## src/rtl/glb_psum_accum_ctrl_pkg.sv

```systemverilog
// Shared types and constants for the GLB psum accumulation controller.
package glb_pkg;

  typedef enum logic [1:0] {IDLE, RUN, DRAIN, DONE} state_e;

  localparam int DATA_BW = 16;
  localparam int ADDR_BW = 10;
  localparam int CNT_BW  = 16;
  // Stage 1 valid plus the forward-register valid trailing one cycle behind it.
  localparam int STAGES  = 1;

  localparam logic signed [DATA_BW-1:0] PSUM_MAX = 16'sh7FFF;
  localparam logic signed [DATA_BW-1:0] PSUM_MIN = 16'sh8000;

endpackage

```

## src/rtl/glb_psum_accum_ctrl_psum_sat_add.sv

```systemverilog
// Signed psum adder: widened by one bit, then clamped or wrapped depending on SATURATE.
module psum_sat_add #(
  parameter int DATA_BITWIDTH = 16,
  parameter bit SATURATE      = 1'b1
) (
  input  logic signed [DATA_BITWIDTH-1:0] a_i,
  input  logic signed [DATA_BITWIDTH-1:0] b_i,
  output logic signed [DATA_BITWIDTH-1:0] sum_o,
  output logic                            ovf_o
);

  localparam int W = DATA_BITWIDTH;
  localparam logic signed [W-1:0] SMAX = {1'b0, {(W-1){1'b1}}};
  localparam logic signed [W-1:0] SMIN = {1'b1, {(W-1){1'b0}}};

  logic [W:0] wide;

  always_comb begin
    wide  = {a_i[W-1], a_i} + {b_i[W-1], b_i};
    // Sign bit and the bit above it disagree exactly when the W-bit result overflowed.
    ovf_o = wide[W] ^ wide[W-1];
    sum_o = wide[W-1:0];
    if (SATURATE && ovf_o) sum_o = wide[W] ? SMIN : SMAX;
  end

endmodule

```

## src/rtl/glb_psum_accum_ctrl.sv

```systemverilog
// Read-modify-write sequencer feeding the GLB psum port: read, add, write back,
// with a one-entry forward register covering back-to-back same-address psums.
module glb_psum_accum_ctrl
  import glb_pkg::*;
#(
  parameter int DATA_BITWIDTH = DATA_BW,
  parameter int ADDR_BITWIDTH = ADDR_BW,
  parameter int CNT_BITWIDTH  = CNT_BW,
  parameter bit SATURATE      = 1'b1
) (
  input  logic                     clk,
  input  logic                     reset,
  input  logic                     start,
  input  logic [CNT_BITWIDTH-1:0]  cfg_count,
  input  logic                     in_valid,
  output logic                     in_ready,
  input  logic [ADDR_BITWIDTH-1:0] in_addr,
  input  logic [DATA_BITWIDTH-1:0] in_data,
  input  logic                     in_first,
  output logic                     read_req_psum,
  output logic [ADDR_BITWIDTH-1:0] r_addr_psum,
  input  logic [DATA_BITWIDTH-1:0] r_data_psum,
  output logic                     write_en_psum,
  output logic [ADDR_BITWIDTH-1:0] w_addr_psum,
  output logic [DATA_BITWIDTH-1:0] w_data_psum,
  output logic                     busy,
  output logic                     done,
  output logic                     ovf
);

  state_e                   state_q, state_d;
  logic [CNT_BITWIDTH-1:0]  cnt_q, cnt_d, cfg_q, cfg_d;
  logic                     ovf_q, ovf_d;
  logic [STAGES:0]          vld_pipe_q;
  logic [ADDR_BITWIDTH-1:0] s1_addr_q, fwd_addr_q;
  logic [DATA_BITWIDTH-1:0] s1_data_q, fwd_data_q, old_data, sum;
  logic                     s1_first_q, add_ovf, hs;

  assign in_ready      = (state_q == RUN) && (cnt_q < cfg_q);
  assign hs            = in_valid && in_ready;
  assign read_req_psum = hs && !in_first;
  assign r_addr_psum   = in_addr;

  // The GLB returns stale data when the previous psum writes the same address this cycle.
  always_comb begin
    old_data = r_data_psum;
    if (s1_first_q)
      old_data = '0;
    else if (vld_pipe_q[1] && (fwd_addr_q == s1_addr_q))
      old_data = fwd_data_q;
  end

  psum_sat_add #(
    .DATA_BITWIDTH (DATA_BITWIDTH),
    .SATURATE      (SATURATE)
  ) u_add (
    .a_i   (old_data),
    .b_i   (s1_data_q),
    .sum_o (sum),
    .ovf_o (add_ovf)
  );

  assign write_en_psum = vld_pipe_q[0];
  assign w_addr_psum   = s1_addr_q;
  assign w_data_psum   = vld_pipe_q[0] ? sum : '0;
  assign busy          = (state_q == RUN) || (state_q == DRAIN);
  assign done          = (state_q == DONE);
  assign ovf           = ovf_q;

  always_comb begin
    state_d = state_q;
    cnt_d   = cnt_q;
    cfg_d   = cfg_q;
    ovf_d   = ovf_q;
    case (state_q)
      IDLE: if (start) begin
        cfg_d   = cfg_count;
        cnt_d   = '0;
        ovf_d   = 1'b0;
        state_d = (cfg_count == '0) ? DONE : RUN;
      end
      RUN: begin
        if (hs) cnt_d = cnt_q + CNT_BITWIDTH'(1);
        if (cnt_q == cfg_q) state_d = DRAIN;
      end
      DRAIN: if (!vld_pipe_q[0]) state_d = DONE;
      DONE:  state_d = IDLE;
      default: state_d = IDLE;
    endcase
    if (vld_pipe_q[0] && add_ovf) ovf_d = 1'b1;
  end

  always_ff @(posedge clk or negedge reset) begin
    if (!reset) begin
      state_q <= IDLE;
      cnt_q   <= '0;
      cfg_q   <= '0;
      ovf_q   <= 1'b0;
    end else begin
      state_q <= state_d;
      cnt_q   <= cnt_d;
      cfg_q   <= cfg_d;
      ovf_q   <= ovf_d;
    end
  end

  always_ff @(posedge clk or negedge reset) begin
    if (!reset) begin
      vld_pipe_q <= '0;
      s1_addr_q  <= '0;
      s1_data_q  <= '0;
      s1_first_q <= 1'b0;
      fwd_addr_q <= '0;
      fwd_data_q <= '0;
    end else begin
      vld_pipe_q <= {vld_pipe_q[STAGES-1:0], hs};
      if (hs) begin
        s1_addr_q  <= in_addr;
        s1_data_q  <= in_data;
        s1_first_q <= in_first;
      end
      if (vld_pipe_q[0]) begin
        fwd_addr_q <= s1_addr_q;
        fwd_data_q <= sum;
      end
    end
  end

endmodule

```

## config.mk

```make
export PLATFORM = sky130hd
export DESIGN_NAME = glb_psum_accum_ctrl
export DESIGN_NICKNAME = d
export VERILOG_FILES = /design/src/rtl/glb_psum_accum_ctrl_pkg.sv /design/src/rtl/glb_psum_accum_ctrl_psum_sat_add.sv /design/src/rtl/glb_psum_accum_ctrl.sv
export SDC_FILE = /design/constraint.sdc
export NUM_CORES = 1
export LEC_CHECK = 0
export ABC_AREA = 1
export ABC_CLOCK_PERIOD_IN_PS = 3100
export CORE_ASPECT_RATIO = 0.5
export CORE_MARGIN = 1
export CORE_UTILIZATION = 49
export DETAILED_ROUTE_END_ITERATION = 10
export PLACE_DENSITY = 0.83
export SYNTH_ARGS = -nofsm -noshare
export SYNTH_HDL_FRONTEND = slang
export SYNTH_SLANG_ARGS = --single-unit
```

## constraint.sdc

```tcl
create_clock -name clk -period 3.1 [get_ports clk]
set_clock_uncertainty 0.1 [all_clocks]
set_input_delay 0.465 -clock clk [delete_from_list [all_inputs] [get_ports clk]]
set_output_delay 0.465 -clock clk [all_outputs]
set_load 0.1 [all_outputs]
```

Yosys cells after proc, flatten, opt, wreduce, memory -nomap -nowiden
Cells that the tools add are included.
W data, S select, Z words.
{"block": "word_totals", "regBits": 90, "word_cells": 55, "in_bits": 63, "output_inout_bits": 42}
{"block": "classes", "n_reduce_logical": 16, "n_eq_ne": 9, "muxes": 16, "addsub": 2, "order_cmp": 1, "bitwise_logic": 1}
{"operator": "$mux W16", "n": 7}
{"operator": "$pmux W16 S2", "n": 1}
{"operator": "$add A16 B16 Y17", "n": 1}
{"operator": "$add A16 B1 Y16 const B", "n": 1}
{"operator": "$eq A16 B16 Y1", "n": 1}
{"operator": "$logic_not A16 Y1", "n": 1}
{"operator": "$lt A16 B16 Y1", "n": 1}
{"operator": "$eq A10 B10 Y1", "n": 1}
{"operator": "$mux W2", "n": 4}
{"operator": "$pmux W2 S4", "n": 1}
{"operator": "$ne A2 B2 Y1 const B", "n": 3}
{"operator": "$reduce_and A3 Y1", "n": 2}
{"operator": "$reduce_bool A2 Y1", "n": 3}
{"operator": "$logic_and A1 B1 Y1", "n": 5}
{"operator": "$eq A2 B2 Y1 const B", "n": 2}
{"operator": "$reduce_and A2 Y1", "n": 2}
{"operator": "$mux W1", "n": 3}
{"operator": "$eq A2 B1 Y1 const B", "n": 1}
{"operator": "$logic_not A2 Y1", "n": 1}
{"operator": "$ne A2 B1 Y1 const B", "n": 1}
{"operator": "$logic_not A1 Y1", "n": 1}
{"operator": "$logic_or A1 B1 Y1", "n": 1}
{"operator": "$xor A1 B1 Y1", "n": 1}

Depth between registers and ports, before layout
Gate-level depths: netlist (run 1).
{"block": "logic_depth", "word_depth": 9, "ltp_mapped": 26, "depth_no_buf": 26}

Modules after synthesis
A second synthesis (run 1) with hierarchy kept.
{"block": "unflattened", "hier_cells": 855, "hier_area_um2": 6122.1}
{"mod": "glb_psum_accum_ctrl", "area_each_um2": 4968.5, "cells_per_inst": 661, "seq_area_each_um2": 2252.2, "instances": 1}
{"mod": "psum_sat_add", "area_each_um2": 1153.6, "cells_per_inst": 194, "seq_area_each_um2": 0.0, "instances": 1}

Worst setup path before layout (run 1)
No wires, ideal clock.
{"block": "synth_timing", "path_kind": "flip-flop to output port", "startpoint": "register s1_addr_q[0], in the netlist w_addr_psum[0]", "endpoint": "output port w_data_psum[15]", "t_required_ns": 2.535, "path_slack_ns": -1.824, "n_path_buf": 0, "path_stages_with_launch": 23, "t_arrival_ns": 4.359, "path_cell_list": "dfrtp_1 -> inv_1 -> nand2_1 -> nand2_1 -> nor2_1 -> nand3_1 -> nor2_1 -> nand2_1 -> inv_1 -> nor2_1 -> nor2_1 -> ha_1 -> inv_1 -> fa_1 -> inv_1 -> nand3_1 -> nand2_1 -> nand2_1 -> nand2_1 -> nand2_2 -> nand3_1 -> nand2_4 -> nor2_1"}
{"block": "synth_between", "elab_chain_len": 8, "elab_cells_between_ends": 9, "cone_classes": "1 x add/sub; 1 x eq/ne; 5 x mux; 1 x bitwise; 1 x reduce/logical"}
{"item": "from (decl)", "line": "glb_psum_accum_ctrl.sv:35", "text": "logic [ADDR_BITWIDTH-1:0] s1_addr_q, fwd_addr_q;"}
{"item": "from (signal assigned)", "line": "glb_psum_accum_ctrl.sv:118", "text": "s1_addr_q <= in_addr;"}
{"item": "$eq A10 B10 Y1 *", "line": "glb_psum_accum_ctrl.sv:49", "text": "else if (vld_pipe_q[1] && (fwd_addr_q == s1_addr_q))"}
{"item": "$logic_and A1 B1 Y1 *", "line": "glb_psum_accum_ctrl.sv:49"}
{"item": "$mux W16 *", "line": "glb_psum_accum_ctrl.sv:49"}
{"item": "$mux W16 *", "line": "glb_psum_accum_ctrl.sv:47", "text": "if (s1_first_q)"}
{"item": "$add A16 B16 Y17 *", "line": "glb_psum_accum_ctrl_psum_sat_add.sv:19", "text": "wide = {a_i[W-1], a_i} + {b_i[W-1], b_i};"}
{"item": "$mux W16 / $xor A1 B1 Y1 (equally long branches)", "line": "glb_psum_accum_ctrl_psum_sat_add.sv:23, glb_psum_accum_ctrl_psum_sat_add.sv:21"}
{"item": "$mux W16 *", "line": "glb_psum_accum_ctrl_psum_sat_add.sv:23", "text": "if (SATURATE && ovf_o) sum_o = wide[W] ? SMIN : SMAX;"}
{"item": "$mux W16 *", "line": "glb_psum_accum_ctrl.sv:65", "text": "assign w_data_psum = vld_pipe_q[0] ? sum : '0;"}
{"item": "to (decl)", "line": "glb_psum_accum_ctrl.sv:25", "text": "output logic [DATA_BITWIDTH-1:0] w_data_psum,"}
Every way passes the cells marked *; elsewhere a longest branch is shown, timed or not.

Worst setup path after layout (run 1)
{"block": "layout_timing", "startpoint": "register s1_addr_q[0], in the netlist w_addr_psum[0]", "endpoint": "output port w_data_psum[1]"}
The elaborated chain is that of the path after synthesis.

==> impl_metrics.yaml, run 1 <==
power_and_ir_drop:
  vdd_drop_max_mv: 0.777
  leakagePower_uw: 0.00458
  powerDensity_nw_per_um2: 1120
logic_synthesis:
  synth_top_area_share_pct: 38.0
  synthTopCellsByArea: "dfrtp_1, nand2_1, ha_1"
  syn_avg_cell_area_sq_um: 7.41
  synth_edf_count: 0
  synth-seq-cells: 90
  syn-num-nets: 902
  synthArstFlopShare_pct: 100
  synth_cells: 800
  synthFlopType: "dfrtp_1"
  yosysMostFrequentCell: "nand2_1"
  ys_warn_count: 0
  synth_common_cells: "nand2_1, dfrtp_1, nor2_1"
  ys_seq_area_share_pct: 38.0
  yosysTopAreaCell: "dfrtp_1"
  ys_types: 38
  synthesis.area_sq_um: 5930
clocking:
  cts-buffers-inserted: 9
  clock_latency_ps: 360
  cts_root_buf: "clkbuf_16"
  clk_pin_slew_ps: 70
  cts_max_level: 3
  hold_buffers: 0
  clk_path_buf_depth: 2
  clock_sinks: 90
  tritoncts: "yes"
place:
  gp_congestion: 0.925
  hpwl_mm: 12.3
  numPortBuffers: 104
  place_area_sq_um: 7980
finish:
  fin_area_sq_um: 9040
  layout-drive-gt1-share_pct: 31.8
  fillers: 648
  area_delta_synth_final_pct: 52.5
  antennaDiodeCount: 0
  nNetsFinal: 1092
detailed_routing:
  drt_iter0_drc: 814
  wl_per_cell_microns: 19.9
  drc: 0
  dr.pass1.iters: 8
  drt_wl_total_mm: 23.0
  vias: 6725
  vias_per_cell: 5.83
  antenna_left: 0
global_route:
  grt_usage_pct: 31.4
  antenna_found_initial: 0
  grt_pass1_vias: 6228
  grt_max_degree: 53
  grt_overflow_total: 0
  grt_pass1_wl_mm: 29.9
sta:
  tightest_slew_ps: 681
  final.setup.worst_slack_ps: -1760
  maxSlewViolCount: 0
  rsz0062_at_grt: "yes"
  fmax_mhz: 206
  fin_crit_sh_pct: 157
  slew_headroom_pct: 54.6
  setup_viol: 33
  finalHoldViolations: 0
  hold_slack_ps: 51.1
  fin_crit_ps: 4860
worst_setup_path:
  slowest_delay_ps: 480
  crit_required_ps: 2530
  path_buf_inv: 6
  arrival_ps: 4290
  cp_common_cell: "nand2_1"
  cpMaxStageDelayCell: "dfrtp_4"
  crit_family: "simple AND/OR/NAND/NOR gates"
  worst-setup-path-type: "flip-flop to output port"
  path_max_fanout: 6
  end_kind: "output port"
  worstSetupStartpointType: "flip-flop"
floorplan:
  die_x_microns: 158
  dieHeight_microns: 79.8
  rows: 27
  initial_utilization_pct: 52.1
  io_pins: 105
  coreArea_sq_um: 11400
  dieArea_sq_um: 12600
status:
  status: "finished with violations"
  violations: "setup timing"
worst_hold_path:
  hold_class: "input port to async pin"
flow_run:
  drv_cap: 0
-- per-stage QoR --
| step | TNS (ps) | utilization (%) | power [uW] | worst slack (ps) | instances |
|---|---|---|---|---|---|
| 4_1_cts | -19650 | 75.8 | 9120 | -1040 | 1137 |
| 3_3_place_gp | -11680 | 70.1 | 7380 | -596 | 1101 |
| 5_1_grt | -44180 | 79.4 | 10500 | -1820 | 1154 |
| 2_1_floorplan | -11560 | - | 5770 | -664 | 800 |
| 3_5_place_dp | -15830 | 70.1 | 7550 | -734 | 1101 |
| 6_report | -42100 | 79.4 | 10200 | -1760 | 1154 |
-- worst reg2reg max path, stage by stage (launching register included) --
cell and delay (ps):
dfrtp_4 480, inv_2 100, nand2_1 70, nand2_1 90, nor2_1 60, nand3_1 120, nor2_2 80, nand2_4 150
inv_6 70, buf_12 140, nor2_1 420, nor2_2 110, ha_1 360, nand2_2 160, inv_1 60, nand2_1 80
nand2_1 90, a21oi_4 220, buf_6 140, nand3_4 70, nand2_4 90, nand3_4 100, buf_12 170, buf_16 160
buf_6 130, buf_6 100, buf_8 120, nand3_1 70
-- final cells by class --
| cell class | count | area (sq um) | area share [%] |
|---|---|---|---|
| flip-flops and latches | 90 | 2280 | 25.3 |
| well taps | 159 | 199 | 2.20 |
| repair buffers | 213 | 2200 | 24.3 |
| clock inverters | 5 | 35.0 | 0.387 |
| inverters | 77 | 304 | 3.36 |
| clock buffers | 11 | 253 | 2.79 |
| multi-input cells | 599 | 3770 | 41.7 |
-- placed cells by master, fill, tap and decap left out, types with 3 or more instances in the layout --
master           synthesis  layout
xor2_1                  14      14
nand2_2                 11      26
ha_4                     0       5
o21ai_1                  0       7
nand4_1                  5       5
dfrtp_1                 90      80
inv_2                    3       8
o21ai_2                  0       6
nand2_4                  4      19
nand3_4                  2      13
ha_1                    38      32
nor2_4                   0       3
buf_12                   0      26
nor4_1                   4       4
dfrtp_4                  0       8
nand3_2                 17      21
buf_16                   0       3
clkinvlp_4               0       3
buf_4                   12     110
buf_8                    0       4
a21oi_4                  0       3
clkbuf_16                0       9
nand3_1                 52      37
clkdlybuf4s50_1          0      61
nand2_1                262     228
inv_6                    0       3
nor2_1                  87      77
a21oi_2                  3       5
nor3_1                   8       7
inv_1                   73      64
nor2_2                   3      10
o21bai_1                 4       4
xnor2_1                 10      10
o21ai_0                 30      16
buf_6                    4       9
a21oi_1                 32      27
nand2_8                  0       4
-- layer usage --
| layer | up-vias | track usage, % | wire length (microns) |
|---|---|---|---|
| met5 | - | 0 | 0 |
| met4 | 0 | 17.1 | 1520 |
| met1 | 3151 | 34.8 | 8410 |
| met3 | 162 | 7.55 | 2230 |
| met2 | 492 | 56.2 | 10800 |
| li1 | 2920 | - | - |
-- cells by family after synthesis --
kind of cell,Yosys count,synth area share [%]
buffers and inverters,111,8.40
adder cells (fa/ha/maj),39,8.36
AO/OA/AOI/OAI,75,7.05
flip-flops,90,38.0
multiplexers,1,0.190
AND/OR/NAND/NOR,460,34.5
XOR/XNOR,24,3.55
-- path summary, 6_finish.rpt --
path | start | to | slack, ps | cells past startpoint
setup / recovery | w_addr_psum[0] | w_data_psum[1] | -1760 | 25
hold / removal | reset | cnt_q[12] | 50 | 1
setup reg to reg | w_addr_psum[0] | fwd_data_q[12] | -1070 | 27
hold reg to reg | s1_data_q[13] | s1_data_q[13] | 400 | 2
max in group asynchronous | reset | fwd_data_q[3] | 2080 | 2
min in group clk | s1_data_q[13] | s1_data_q[13] | 400 | 2
-- state kept, by name (all words and copies together) (netlist names) --
name         flops
state_q          2
cfg_q           16
ovf              1
fwd_addr_q      10
w_addr_psum     10
cnt_q           16
s1_data_q       16
vld_pipe_q       2
fwd_data_q      16
s1_first_q       1
-- power by group --
group          switching [uW]  internal [uW]  total (uW)
clock network             512            591        1100
logic                    4420           2580        7000
registers                 364           1680        2040
-- repair_timing --
item	CTS	global route
setup buffers	21	19
setup endpoints to repair	33	34
resized for setup	48	66
gates cloned	1	0
pin swaps	18	44
No activity file was read; power rests on OpenSTA's default activity.
==> inputs of run 2 (changes only) <==
==> constraint.sdc (replaced) <==
create_clock -name clk -period 3.1 [get_ports clk]
set_clock_uncertainty 0.1 [all_clocks]
set_input_delay 0.62 -clock clk [delete_from_list [all_inputs] [get_ports clk]]
set_output_delay 0.62 -clock clk [all_outputs]
set_load 0.1 [all_outputs]
==> impl_metrics.yaml, run 2 (synthesis gave the netlist of run 1 again) <==
power_and_ir_drop:
  leakagePower_uw: 0.00448
  powerDensity_nw_per_um2: 1110
  finalPower_uw: 9980
  vdd_drop_max_mv: 0.819
detailed_routing:
  antenna_left: 0
  drt_iter0_drc: 551
  drt_wl_total_mm: 21.2
  drc: 0
  vias_per_cell: 5.73
  dr.pass1.iters: 5
  wl_per_cell_microns: 18.5
  vias: 6545
finish:
  antennaDiodeCount: 0
  final_common_cell: "nand2_1"
  layout-drive-gt1-share_pct: 32.9
  nNetsFinal: 1081
  fin_area_sq_um: 9000
  area_delta_synth_final_pct: 51.8
  layout_common_cells: "nand2_1, buf_4, dfrtp_1"
sta:
  finalHoldViolations: 0
  slew_headroom_pct: 48.8
  final.setup.worst_slack_ps: -1590
  finalSetupTns_ps: -33070
  maxSlewViolCount: 0
  fmax_mhz: 213
  fin_crit_sh_pct: 151
  fin_crit_ps: 4690
  tightest_slew_ps: 768
  setup_viol: 33
  rsz0062_at_grt: "yes"
  hold_slack_ps: 237
place:
  place_area_sq_um: 7950
  post-place-ws_ps: -920
  numPortBuffers: 104
  gp_congestion: 0.909
  hpwl_mm: 12.3
floorplan:
  coreArea_sq_um: 11400
  initial_utilization_pct: 52.1
  dieArea_sq_um: 12600
  io_pins: 105
  dieHeight_microns: 79.8
  die_x_microns: 158
  rows: 27
flow_run:
  drv_cap: 0
status:
  status: "finished with violations"
  violations: "setup timing"
global_route:
  grt_pass1_vias: 6200
  grt_usage_pct: 30.9
  grt_max_degree: 58
  antenna_found_initial: 0
  grt_overflow_total: 0
  grt_pass1_wl_mm: 29.7
clocking:
  clk_path_buf_depth: 2
  clock_latency_ps: 350
  hold_buffers: 0
  cts_root_buf: "clkbuf_16"
  tritoncts: "yes"
  clk_pin_slew_ps: 70
  cts_max_level: 3
  cts-buffers-inserted: 9
  clock_sinks: 90
worst_hold_path:
  hold_class: "input port to async pin"
worst_setup_path:
  arrival_ps: 3970
  worst-setup-path-type: "flip-flop to output port"
  worstSetupStartpointType: "flip-flop"
  crit_required_ps: 2380
  end_kind: "output port"
  path_max_fanout: 6
run 2: through the flow:
stage | std cells | utilization, %
floorplan | 800 | -
global placement | 1097 | 69.8
detailed placement | 1097 | 69.8
CTS | 1129 | 75.1
global route | 1143 | 79.1
finish | 1143 | 79.1
run 2: layout make-up:
class | instances | area, sq um
clock buffer | 12 | 246
tap | 159 | 199
clock inverter | 4 | 51.3
sequential | 90 | 2280
inverter | 77 | 302
timing repair buffer | 202 | 2070
multi-input combinational | 599 | 3850
fill | 657 | 2380
run 2: critical path, stage by stage (launching register included):
cell	delay, ps
dfrtp_4	510
a21boi_2	180
o2111ai_2	140
nor2_1	130
nand2_2	150
buf_6	190
o21ai_2	130
nor2_1	80
ha_1	330
buf_4	140
nand2_2	70
nor2_1	210
nand2_2	110
nand2_2	120
nand2_2	90
buf_4	150
nand3_1	120
nand2_2	110
nand2_2	120
nand2_1	100
nand2_2	120
clkinvlp_4	130
buf_12	180
run 2: worst paths after layout:
kind                                 from              to  slack, ps  cells past startpoint
setup / recovery           w_addr_psum[9]  w_data_psum[0]      -1590                     22
hold / removal                      reset  w_addr_psum[4]        240                      1
setup reg to reg           w_addr_psum[9]  fwd_data_q[13]       -690                     22
hold reg to reg             s1_data_q[11]   s1_data_q[11]        390                      2
max in group asynchronous           reset        cnt_q[3]       2030                      2
min in group clk            s1_data_q[11]   s1_data_q[11]        390                      2
run 2: per-layer routing:
layer  track usage [%]  vias to the layer above  wire, microns  share of wire (%)
met2              56.2                      409          10300                 49
met1              34.9                     3108           7740                 37
met5                 0                        -              0                  0
met3              6.35                      131           1780                8.4
met4              14.7                        0           1320                6.2
li1                  -                     2897              -                  -
run 2: timing repair:
action | in CTS | in global routing
gates resized for setup | 44 | 96
hold endpoints to repair | 0 | 0
buffers inserted | 14 | 19
gates cloned | 2 | 0
pin swaps | 10 | 64
endpoints found under the setup margin | 33 | 33
run 2: where the power goes:
group          total [uW]  internal (uW)  leakage [uW]  switching [uW]
Clock                1140            649      0.000143             490
Combinational        6800           2490       0.00324            4310
Sequential           2040           1680       0.00110             361
